$ cat src/rtl/lp_booth_pkg.sv
// lp_booth_pkg: shared types and constants for the low-power radix-4 Booth multiplier.
package lp_booth_pkg;
    typedef enum logic [1:0] {IDLE, COMPUTE, DONE} state_t;
    typedef enum logic [2:0] {D_ZERO, D_P1, D_P2, D_M1, D_M2} booth_digit_t;
    localparam logic [1:0] PM_NORMAL = 2'b00;
    localparam logic [1:0] PM_LOW    = 2'b01;
    localparam logic [1:0] PM_ULTRA  = 2'b10;
    localparam logic [1:0] EW_ZERO = 2'd1;
    localparam logic [1:0] EW_ONE  = 2'd2;
    localparam logic [1:0] EW_TWO  = 2'd3;
    function automatic logic [1:0] digit_weight(booth_digit_t d);
        return d == D_ZERO ? EW_ZERO : (d == D_P1 || d == D_M1) ? EW_ONE : EW_TWO;
    endfunction
endpackage

$ cat src/rtl/booth_r4_encoder.sv
// booth_r4_encoder: maps a Booth triple {b[2i+1], b[2i], b[2i-1]} to a radix-4 digit.
module booth_r4_encoder
    import lp_booth_pkg::*;
(
    input  logic [2:0]   triple_i,
    output booth_digit_t digit_o
);
    always_comb begin
        digit_o = (triple_i == 3'b001 || triple_i == 3'b010) ? D_P1 :
                  (triple_i == 3'b011) ? D_P2 :
                  (triple_i == 3'b100) ? D_M2 :
                  (triple_i == 3'b101 || triple_i == 3'b110) ? D_M1 : D_ZERO;
    end
endmodule

$ cat src/rtl/lp_booth_r4_mult.sv
// lp_booth_r4_mult: sequential radix-4 Booth multiplier, one digit per cycle,
// with early termination and accumulator write suppression in the low-power modes.
module lp_booth_r4_mult
    import lp_booth_pkg::*;
#(
    parameter int WIDTH = 8,
    parameter int EN_W  = 12
) (
    input  logic               gated_clk,
    input  logic               reset,
    input  logic               in_valid,
    output logic               in_ready,
    input  logic [WIDTH-1:0]   multiplicand,
    input  logic [WIDTH-1:0]   multiplier,
    input  logic               signed_mode,
    input  logic [1:0]         power_mode,
    output logic               out_valid,
    input  logic               out_ready,
    output logic [2*WIDTH-1:0] product,
    output logic [5:0]         cycles,
    output logic [EN_W-1:0]    energy,
    output logic               busy
);
    localparam int ITER = WIDTH / 2 + 1;
    localparam int XW   = WIDTH + 2;
    localparam int PW   = 2 * WIDTH;

    state_t            state_q, state_d;
    logic [XW-1:0]     a_q, b_q;
    logic [1:0]        mode_q;
    logic [PW-1:0]     acc_q, acc_d, product_q;
    logic [5:0]        cnt_q, cnt_d, cycles_q;
    logic [EN_W-1:0]   en_q, en_d, energy_q;
    logic [XW:0]       b_pad;
    booth_digit_t      digits [ITER];
    booth_digit_t      cur;
    logic              rest_zero, last, acc_we;
    logic [PW-1:0]     a_w, a_sh, pp_mag, pp;
    logic [EN_W:0]     en_sum;

    assign b_pad = {b_q, 1'b0};

    for (genvar i = 0; i < ITER; i++) begin : g_enc
        booth_r4_encoder u_enc (.triple_i(b_pad[2*i+2 -: 3]), .digit_o(digits[i]));
    end

    // Current digit plus a look-ahead: are all later digits zero?
    always_comb begin
        cur = D_ZERO;
        rest_zero = 1'b1;
        for (int j = 0; j < ITER; j++) begin
            if (cnt_q == 6'(j)) cur = digits[j];
            if (6'(j) > cnt_q && digits[j] != D_ZERO) rest_zero = 1'b0;
        end
    end

    always_comb begin
        last   = mode_q == PM_NORMAL ? cnt_q == 6'(ITER - 1) : rest_zero;
        acc_we = !(mode_q == PM_ULTRA && cur == D_ZERO);
        a_w    = {{(PW-XW){a_q[XW-1]}}, a_q};
        a_sh   = a_w << {cnt_q, 1'b0};
        pp_mag = (cur == D_P2 || cur == D_M2) ? a_sh << 1 : a_sh;
        pp     = cur == D_ZERO ? '0 : (cur == D_M1 || cur == D_M2) ? -pp_mag : pp_mag;
        acc_d  = acc_q + pp;
        cnt_d  = cnt_q + 6'd1;
        en_sum = {1'b0, en_q} + {{(EN_W-1){1'b0}}, digit_weight(cur)};
        en_d   = en_sum[EN_W] ? '1 : en_sum[EN_W-1:0];
    end

    always_ff @(posedge gated_clk or posedge reset) begin
        if (reset) state_q <= IDLE;
        else       state_q <= state_d;
    end

    always_comb begin
        state_d = state_q;
        case (state_q)
            IDLE:    if (in_valid) state_d = COMPUTE;
            COMPUTE: if (last) state_d = DONE;
            DONE:    if (out_ready) state_d = IDLE;
            default: state_d = IDLE;
        endcase
    end

    always_comb begin
        in_ready  = state_q == IDLE;
        busy      = state_q == COMPUTE;
        out_valid = state_q == DONE;
    end

    always_ff @(posedge gated_clk or posedge reset) begin
        if (reset) begin
            a_q       <= '0;
            b_q       <= '0;
            mode_q    <= PM_NORMAL;
            acc_q     <= '0;
            cnt_q     <= '0;
            en_q      <= '0;
            product_q <= '0;
            cycles_q  <= '0;
            energy_q  <= '0;
        end else if (in_valid && in_ready) begin
            a_q    <= signed_mode ? {{2{multiplicand[WIDTH-1]}}, multiplicand} : {2'b00, multiplicand};
            b_q    <= signed_mode ? {{2{multiplier[WIDTH-1]}}, multiplier} : {2'b00, multiplier};
            mode_q <= power_mode == 2'b11 ? PM_NORMAL : power_mode;
            acc_q  <= '0;
            cnt_q  <= '0;
            en_q   <= '0;
        end else if (state_q == COMPUTE) begin
            if (acc_we) acc_q <= acc_d;
            cnt_q <= cnt_d;
            en_q  <= en_d;
            if (last) begin
                product_q <= acc_d;
                cycles_q  <= cnt_d;
                energy_q  <= en_d;
            end
        end
    end

    assign product = product_q;
    assign cycles  = cycles_q;
    assign energy  = energy_q;
endmodule

$ cat config.mk
export PLATFORM = sky130hd
export DESIGN_NAME = lp_booth_r4_mult
export DESIGN_NICKNAME = d
export VERILOG_FILES = /design/src/rtl/lp_booth_pkg.sv /design/src/rtl/booth_r4_encoder.sv /design/src/rtl/lp_booth_r4_mult.sv
export SDC_FILE = /design/constraint.sdc
export NUM_CORES = 1
export LEC_CHECK = 0
export CORE_MARGIN = 1
export CORE_UTILIZATION = 58
export DETAILED_ROUTE_END_ITERATION = 7
export HOLD_SLACK_MARGIN = 0.08
export PLACE_DENSITY = 0.79
export SYNTH_ARGS = -nofsm -noshare
export SYNTH_HDL_FRONTEND = slang
export SYNTH_HIERARCHICAL = 1
export SYNTH_SLANG_ARGS = --single-unit
$ cat constraint.sdc
create_clock -name gated_clk -period 7.3 [get_ports gated_clk]
set_input_delay 1.46 -clock gated_clk [delete_from_list [all_inputs] [get_ports gated_clk]]
set_output_delay 1.46 -clock gated_clk [all_outputs]
set_load 0.02 [all_outputs]
Word level (Yosys, flattened, before mapping)

Index checks and enable logic that the tools add are counted.

Output and inout bits: 37
Logic and storage cells: 145
Bits in registers: 92

Shifts and indexed selects: 1
Magnitude comparators: 5
Equality and inequality tests: 43
Muxes and demuxes: 50
Reduce and logical (&&, ||, !) cells: 31
Bitwise logic cells: 1
$add $sub $neg: 4

Operators by type and width:

| operator                                                                        | count |
|---|---|
| 16-bit two-way mux                                                              | 6 |
| 3-bit two-way mux                                                               | 19 |
| 3-bit equality test (second input constant)                                     | 13 |
| 12-bit two-way mux                                                              | 3 |
| 3-bit by 2-bit equality test with 1-bit output (second input constant)          | 10 |
| 10-bit two-way mux                                                              | 2 |
| 2-bit two-way mux                                                               | 10 |
| 16-bit adder                                                                    | 1 |
| 16-bit negation                                                                 | 1 |
| 16-bit by 7-bit left shift with 16-bit output                                   | 1 |
| 3-bit by 1-bit equality test with 1-bit output (second input constant)          | 5 |
| 3-bit nonzero test                                                              | 5 |
| 12-bit by 2-bit adder with 13-bit output                                        | 1 |
| 6-bit by 2-bit equality test with 1-bit output (second input constant)          | 2 |
| 1-bit by 6-bit greater-than comparator with 1-bit output (first input constant) | 2 |
| 2-bit by 6-bit greater-than comparator with 1-bit output (first input constant) | 2 |
| 6-bit two-way mux                                                               | 2 |
| 1-bit logical OR                                                                | 11 |
| 2-bit equality test (second input constant)                                     | 5 |
| 1-bit logical AND                                                               | 7 |
| 1-bit two-way mux                                                               | 7 |
| 6-bit by 1-bit adder with 6-bit output (second input constant)                  | 1 |
| 6-bit by 1-bit equality test with 1-bit output (second input constant)          | 1 |
| 6-bit by 3-bit equality test with 1-bit output (second input constant)          | 1 |
| other kinds (12)                                                                | 17 |

Logic depth before layout (Yosys ltp)

Gate-level depths: netlist of the first run.

Word-level depth: 20
Depth in mapped cells: 30
Gate-level depth less buffers: 27

Cells and area by module

The synthesis of the first run kept the hierarchy.

Modules (own cells, without submodules):

| module           | cells an instance | area an instance (um2) | times used | seq. area each (um2) |
|---|---|---|---|---|
| lp_booth_r4_mult | 752               | 6048.3                 | 1          | 2252.2 |
| booth_r4_encoder | 4                 | 33.8                   | 5          | 0.0 |

Worst setup path after synthesis of the first run

Ideal clock, no wire load.

Path type: reg2reg
Start point: register cnt_q[0]
End point: register product_q[15], in the netlist product[15]
Setup slack: 1.563 ns
Arrival: 5.612 ns
Stages on the path, launching flop included: 28
Path buffers: 3
Cells stage by stage: dfrtp_1 > buf_2 > buf_1 > inv_1 > ha_1 > and2_1 > a32oi_1 > a21boi_2 > xnor2_2 > nand2_1 > clkbuf_1 > nand3_1 > ha_1 > nand2_1 > nor3b_1 > o22ai_1 > a211oi_1 > xor2_1 > nor2_1 > ha_1 > and2_1 > a31oi_1 > o21ai_0 > o41ai_1 > o21a_1 > o21a_1 > xnor3_1 > mux2_4

Cells in the longest elaborated chain, start to end: 13
Elaborated cells between the ends (all ways): 39
Classes of those cells: add/sub: 2; order compare: 5; eq/ne: 7; shift: 1; mux: 14; reduce/logical: 10

RTL lines:

| element                                                                               | line                                           | text |
|---|---|---|
| start: declaration                                                                    | lp_booth_r4_mult.sv:32                         | `logic [5:0] cnt_q, cnt_d, cycles_q;` |
| start signal: assignment                                                              | lp_booth_r4_mult.sv:111                        | `cnt_q <= cnt_d;` |
| 6-bit zero test                                                                       | lp_booth_r4_mult.sv:52                         | `if (cnt_q == 6'(j)) cur = digits[j];` |
| 3-bit two-way mux (5 in a row)                                                        | lp_booth_r4_mult.sv:52                         |  |
| 3-bit by 2-bit equality test with 1-bit output or 3-bit equality test (tied branches) | lp_booth_r4_mult.sv:62, lp_booth_r4_mult.sv:63 |  |
| 1-bit logical OR                                                                      | lp_booth_r4_mult.sv:62                         | `pp_mag = (cur == D_P2 \|\| cur == D_M2) ? a_sh << 1 : a_sh;` |
| 16-bit two-way mux                                                                    | lp_booth_r4_mult.sv:62                         |  |
| 16-bit negation                                                                       | lp_booth_r4_mult.sv:63                         | `pp = cur == D_ZERO ? '0 : (cur == D_M1 \|\| cur == D_M2) ? -pp_mag : pp_mag;` |
| 16-bit two-way mux (2 in a row)                                                       | lp_booth_r4_mult.sv:63                         |  |
| 16-bit adder                                                                          | lp_booth_r4_mult.sv:64                         | `acc_d = acc_q + pp;` |
| end signal: assignment                                                                | lp_booth_r4_mult.sv:99                         | `product_q <= '0;` |
| end signal: assignment                                                                | lp_booth_r4_mult.sv:114                        | `product_q <= acc_d;` |
| end: declaration                                                                      | lp_booth_r4_mult.sv:31                         | `logic [PW-1:0] acc_q, acc_d, product_q;` |

Several ways; a longest one is shown, not always the timed one.
A chain may end at the register's enable or synchronous reset.

Worst setup path after layout of the first run

Start point: register cnt_q[3]
End point: register product_q[15], in the netlist product[15]

Same word-level chain as after synthesis.

==> flow_summary.toml, run 1 <==
[placed_design]
place.gp.congestion = 0.915
place_hpwl_um = 11700
placedCellCount = 943
port_buffers = 59

[route]
ant_nets = 0
vias = 5748
vias_per_cell = 5.99
drtPass1Iterations = 5
totalWireLength_um = 15900
drc = 0
drt_iter0_drc = 471
routedWlPerCell_um = 16.6

[die]
fp.dieArea_um2 = 11100
ios = 60
core_um2 = 10400
start_util_pct = 60.0
fp.dieH_um = 106
rows = 37
die_w_um = 106

[timing]
slew_headroom_pct = 27.9
tightest_slew_ps = 1080
fmaxAchievable_ghz = 0.156
period_share_pct = 88.0
hold_viol = 0
rsz0062_at_grt = "false"
clock_skew_ps = 12.8
period_needed_ps = 6420
finalSetupViolCount = 0
fin_setup_tns_ps = 0
drv_slew = 0

[clock_network]
clock_latency_ps = 390
clock_path_buffers = 2
cts_tree = "yes"
post_cts_buffers = 0
cts_root_buffer = "clkbuf_8"
clk_pin_slew_worst_paths_ps = 90
cts_max_level = 3
cts_buffers = 9
ctsHoldBuffers = 0
cts_resized = 0
clock_sinks = 90

[logic_synthesis]
syn_area_per_cell_um2 = 8.05
async_flop_share_pct = 100
synthFlopType = "dfrtp_1"
synthCells = 772
synth_edf_count = 0
syn_area_um2 = 6220
synth_seq_cells = 90
yosys_warnings = 6
ys_seq_area_share_pct = 36.2
ys_types = 67

[cells_and_area]
n_antenna_cell = 0
flow.area_growth_from_synthesis_pct = 14.1
instances_no_fill = 959
final_core_util_pct = 68.4
fin_nets = 864
final_common_cell = "nand2_1"
final_cell_mix = "nand2_1 (155), dfrtp_1 (90), o21ai_0 (64), clkdlybuf4s50_1 (59), nor2_1 (57)"
drive_above_1_share_pct = 6.20

[run]
cap_violations = 0

[worst_setup_path]
required_ps = 7580
crit_family = "compound AO/OA/AOI/OAI gates"
arrival_ps = 6700
cp_max_fo = 18
cp_cell_sequence = "or4_1 -> a211o_1 -> o21ai_4 -> xnor2_2 -> nand2_1 -> nand2_1 -> nand2_1 -> nand2_1 -> ha_1 -> nand2_1 -> nor3b_1 -> o22ai_1 -> a211oi_1 -> xor2_1 -> nor2_1 -> ha_1 -> and2_1 -> a31oi_1 -> o21ai_0 -> o41ai_1 -> o21a_1 -> o21a_1 -> xnor3_1 -> mux2_4"
critPathMaxStageDelay_ps = 710
cpMaxStageDelayCell = "or4_1"
worstSetupPathType = "reg -> reg"
critPathMostFrequentCell = "nand2_1"
startpoint_type = "flop"
crit_path_end_kind = "flop"
critPathBufInv = 0

[min_path]
hp-class = "reg -> reg"

[grt]
use_met1_pct = 39.5
grt_max_degree = 64
use_met3_pct = 3.59
gr-total-overflow = 0
grt_pass1_wl_um = 26400
grt_use_met2_pct = 49.7
antenna_found_initial = 0
grt_util_all_layers_pct = 29.9
busiest_layer = "met2"
grt_pass1_vias = 5459

[status]
outcome = "finished clean"
==> stage by stage <==
step                worst slack, ps  hold slack [ps]  area, µm²
floorplan                      1560              447       6220
global placement               1140              458       6920
detailed placement              972              462       6920
CTS                             935              484       7100
global route                    233              504       7100
finish                          877              479       7100
==> layout make-up <==
class	count	area (µm²)
Timing Repair Buffer	73	696
Inverter	21	80.1
Fill cell	866	3270
Clock inverter	6	48.8
Multi-Input combinational cell	623	3720
Clock buffer	10	128
Sequential cell	90	2250
Tap cell	136	170
==> metal layers <==
| metal | routed length [µm] | vias up |
|---|---|---|
| li1 | - | 2835 |
| met1 | 7390 | 2730 |
| met2 | 7540 | 151 |
| met3 | 591 | 32 |
| met4 | 413 | 0 |
| met5 | 0 | - |
==> tightest hold or removal path, cell delays in order, from the launching register on <==
cell and delay [ps]:
dfrtp_1 350, nand2_1 50, nand2_1 50
==> synthesized netlist by cell type (6+ instances only) <==
master / n / share of area (%)
nand2b_1: 6 / 0.60
inv_1: 21 / 1.3
nor3_1: 19 / 1.5
a31oi_1: 14 / 1.4
nor2_1: 57 / 3.4
dfrtp_1: 90 / 36
ha_1: 21 / 4.2
o21a_1: 10 / 1.2
mux2_2: 6 / 1.1
a21o_1: 12 / 1.4
a21oi_1: 32 / 2.6
nor3b_1: 7 / 0.85
o21ai_0: 64 / 5.2
a211o_1: 6 / 0.85
nand3_1: 44 / 3.5
xor2_1: 20 / 2.8
and3_1: 11 / 1.1
and2_1: 12 / 1.2
o211ai_1: 7 / 0.85
a311oi_1: 8 / 1.1
a211oi_1: 6 / 0.72
nand2_1: 155 / 9.4
clkbuf_1: 29 / 1.8
xnor2_1: 17 / 2.4
==> registers in the layout (all words and copies together), names as in the netlist <==
signal,count
state_q,2
acc_q,16
b_q,9
energy,12
product,16
cycles,6
mode_q,2
en_q,12
cnt_q,6
a_q,9
==> kinds of logic (layout without fill, tap and decap cells) <==
| logic type | after synthesis | after routing | synth area share [%] |
|---|---|---|---|
| AO/OA/AOI/OAI | 200 | 200 | 21.0 |
| XOR/XNOR | 40 | 40 | 6.10 |
| adder cells (fa/ha/maj) | 23 | 23 | 4.87 |
| buffers and inverters | 61 | 110 | 4.02 |
| flip-flops | 90 | 90 | 36.2 |
| multiplexers | 12 | 12 | 2.13 |
| other | 1 | 3 | 0.0603 |
| AND/OR/NAND/NOR | 345 | 345 | 25.6 |
==> path summary, 6_finish.rpt <==
path | startpoint | slack, ps | depth (start not counted) | to
max | cnt_q[3] | 880 | 24 | product[15]
min | product[3] | 480 | 2 | product[3]
max reg2reg | cnt_q[3] | 880 | 24 | product[15]
min reg2reg | product[3] | 480 | 2 | product[3]
max in group asynchronous | reset | 4720 | 3 | b_q[2]
min in group asynchronous | reset | 1410 | 2 | product[6]
Power of run 1 is left out: the tool's default activity adds up to more than one toggle a clock period on the data nets, which glitch-free logic cannot reach.
==> inputs of run 2 (changes only) <==
--- a/config.mk
+++ b/config.mk
@@ -5,6 +5,7 @@
 export SDC_FILE = /design/constraint.sdc
 export NUM_CORES = 1
 export LEC_CHECK = 0
+export CAP_MARGIN = 25
 export CORE_MARGIN = 1
 export CORE_UTILIZATION = 58
 export DETAILED_ROUTE_END_ITERATION = 7
==> flow_summary.toml, run 2 (synthesis gave the netlist of run 1 again) <==
[cells_and_area]
final_common_cell = "nand2_1"
flow.area_growth_from_synthesis_pct = 15.0
fin_nets = 866
final_core_util_pct = 69.0
drive_above_1_share_pct = 6.42
n_antenna_cell = 0
n_fill_cell = 856
instances_no_fill = 961
seqCellArea_um2 = 2250
final_cell_mix = "nand2_1 (155), dfrtp_1 (90), o21ai_0 (64), clkdlybuf4s50_1 (59), nor2_1 (57)"
final_cell_area_um2 = 7150
multi_input_area_um2 = 3720

[worst_setup_path]
worstSetupPathType = "reg -> reg"
arrival_ps = 6710
critPathMaxStageDelay_ps = 700
critPathMostFrequentCell = "nand2_1"
endpoint = "product[15]"
required_ps = 7580
critPathBufInv = 0
timing.rr.end = "product[15]"
r2r-start = "cnt_q[3]"
cp.depth = 24
cp_cell_sequence = "or4_1 -> a211o_1 -> o21ai_4 -> xnor2_2 -> nand2_1 -> nand2_1 -> nand2_1 -> nand2_1 -> ha_1 -> nand2_1 -> nor3b_1 -> o22ai_1 -> a211oi_1 -> xor2_1 -> nor2_1 -> ha_1 -> and2_1 -> a31oi_1 -> o21ai_0 -> o41ai_1 -> o21a_1 -> o21a_1 -> xnor3_1 -> mux2_4"
startpoint_type = "flop"
startpoint = "cnt_q[3]"
r2r_cells = 24
crit_path_end_kind = "flop"
r2r_slack_ps = 870
cp_max_fo = 18
cpMaxStageDelayCell = "or4_1"
crit_family = "compound AO/OA/AOI/OAI gates"

[clock_network]
clk_pin_slew_worst_paths_ps = 100
clock_path_buffers = 2
cts_root_buffer = "clkbuf_8"
cts_tree = "yes"
cts_resized = 0
ctsHoldBuffers = 0
clock_sinks = 90
post_cts_buffers = 0
cts_buffers = 9
clock_latency_ps = 390
cts_max_level = 3

[grt]
grt_util_all_layers_pct = 29.9
gr-total-overflow = 0
grt_pass1_vias = 5459
grt_pass1_wl_um = 26400
antenna_found_initial = 0
grt_max_degree = 64

[min_path]
hp-start = "product[3]"
hp-class = "reg -> reg"

[route]
totalWireLength_um = 15900
routedWlPerCell_um = 16.6
vias_per_cell = 5.98
drt_iter0_drc = 433
ant_nets = 0
vias = 5749
drc = 0
drtPass1Iterations = 5

[die]
die_w_um = 106
fp.dieArea_um2 = 11100
fp.dieH_um = 106
start_util_pct = 60.0
rows = 37
core_um2 = 10400
ios = 60

[timing]
hold_viol = 0
tightest_slew_ps = 1040
slew_headroom_pct = 30.4
period_share_pct = 88.1
finalSetupViolCount = 0
rsz0062_at_grt = "false"
period_needed_ps = 6430
drv_slew = 0
fin_setup_tns_ps = 0
clock_skew_ps = 14.8
fmaxAchievable_ghz = 0.155

[placed_design]
placed_area_um2 = 6920
placedCellCount = 943
port_buffers = 59
place_hpwl_um = 11700
place.gp.congestion = 0.915

[run]
cap_violations = 0

[status]
outcome = "finished clean"
run 2: cell types whose count changed in the layout (fill, tap and decap cells not counted):
cell    previous run  this run
buf_16             0         2
run 2: how the worst min path moves through the flow:
stage,end,slack [ps],depth (start not counted)
6_report,product[3],480,2
2_1_floorplan,acc_q[15],450,1
3_3_place_gp,product[7],460,2
5_1_grt,product[3],500,2
3_5_place_dp,product[3],460,2
4_1_cts,product[3],480,2
run 2: tightest hold or removal path: stages (launching register included):
cell and delay (ps):
dfrtp_1 350, nand2_1 50, nand2_1 50
run 2: metrics by stage:
step | hold WS, ps | worst slack, ps
floorplan | 447 | 1560
global placement | 458 | 1140
detailed placement | 462 | 972
CTS | 484 | 935
global route | 504 | 234
finish | 478 | 868
run 2: final cells by class:
cell class	count	share of cell area [%]
clock buffer	10	1.78
clock inverter	6	0.682
inverter	21	1.12
multi-input combinational	623	52.0
sequential	90	31.5
tap	136	2.38
timing repair buffer	75	10.5
run 2: layer usage:
layer	GRT usage [%]	wire length, µm	vias up	part of all wire, %
li1	-	-	2837	-
met2	49.7	7550	170	47
met4	12.4	461	0	2.9
met1	39.5	7290	2707	46
met3	3.59	619	35	3.9
met5	0	0	-	0
Power of run 2 is left out for the same reason.
==> inputs of run 3 (changes only) <==
--- a/config.mk
+++ b/config.mk
@@ -5,7 +5,6 @@
 export SDC_FILE = /design/constraint.sdc
 export NUM_CORES = 1
 export LEC_CHECK = 0
-export CAP_MARGIN = 25
 export CORE_MARGIN = 1
 export CORE_UTILIZATION = 58
 export DETAILED_ROUTE_END_ITERATION = 7
==> results of run 3 <==
No change in the layout: final DEF, timing and power equal those of run 1.
Power of run 3 is left out for the same reason.
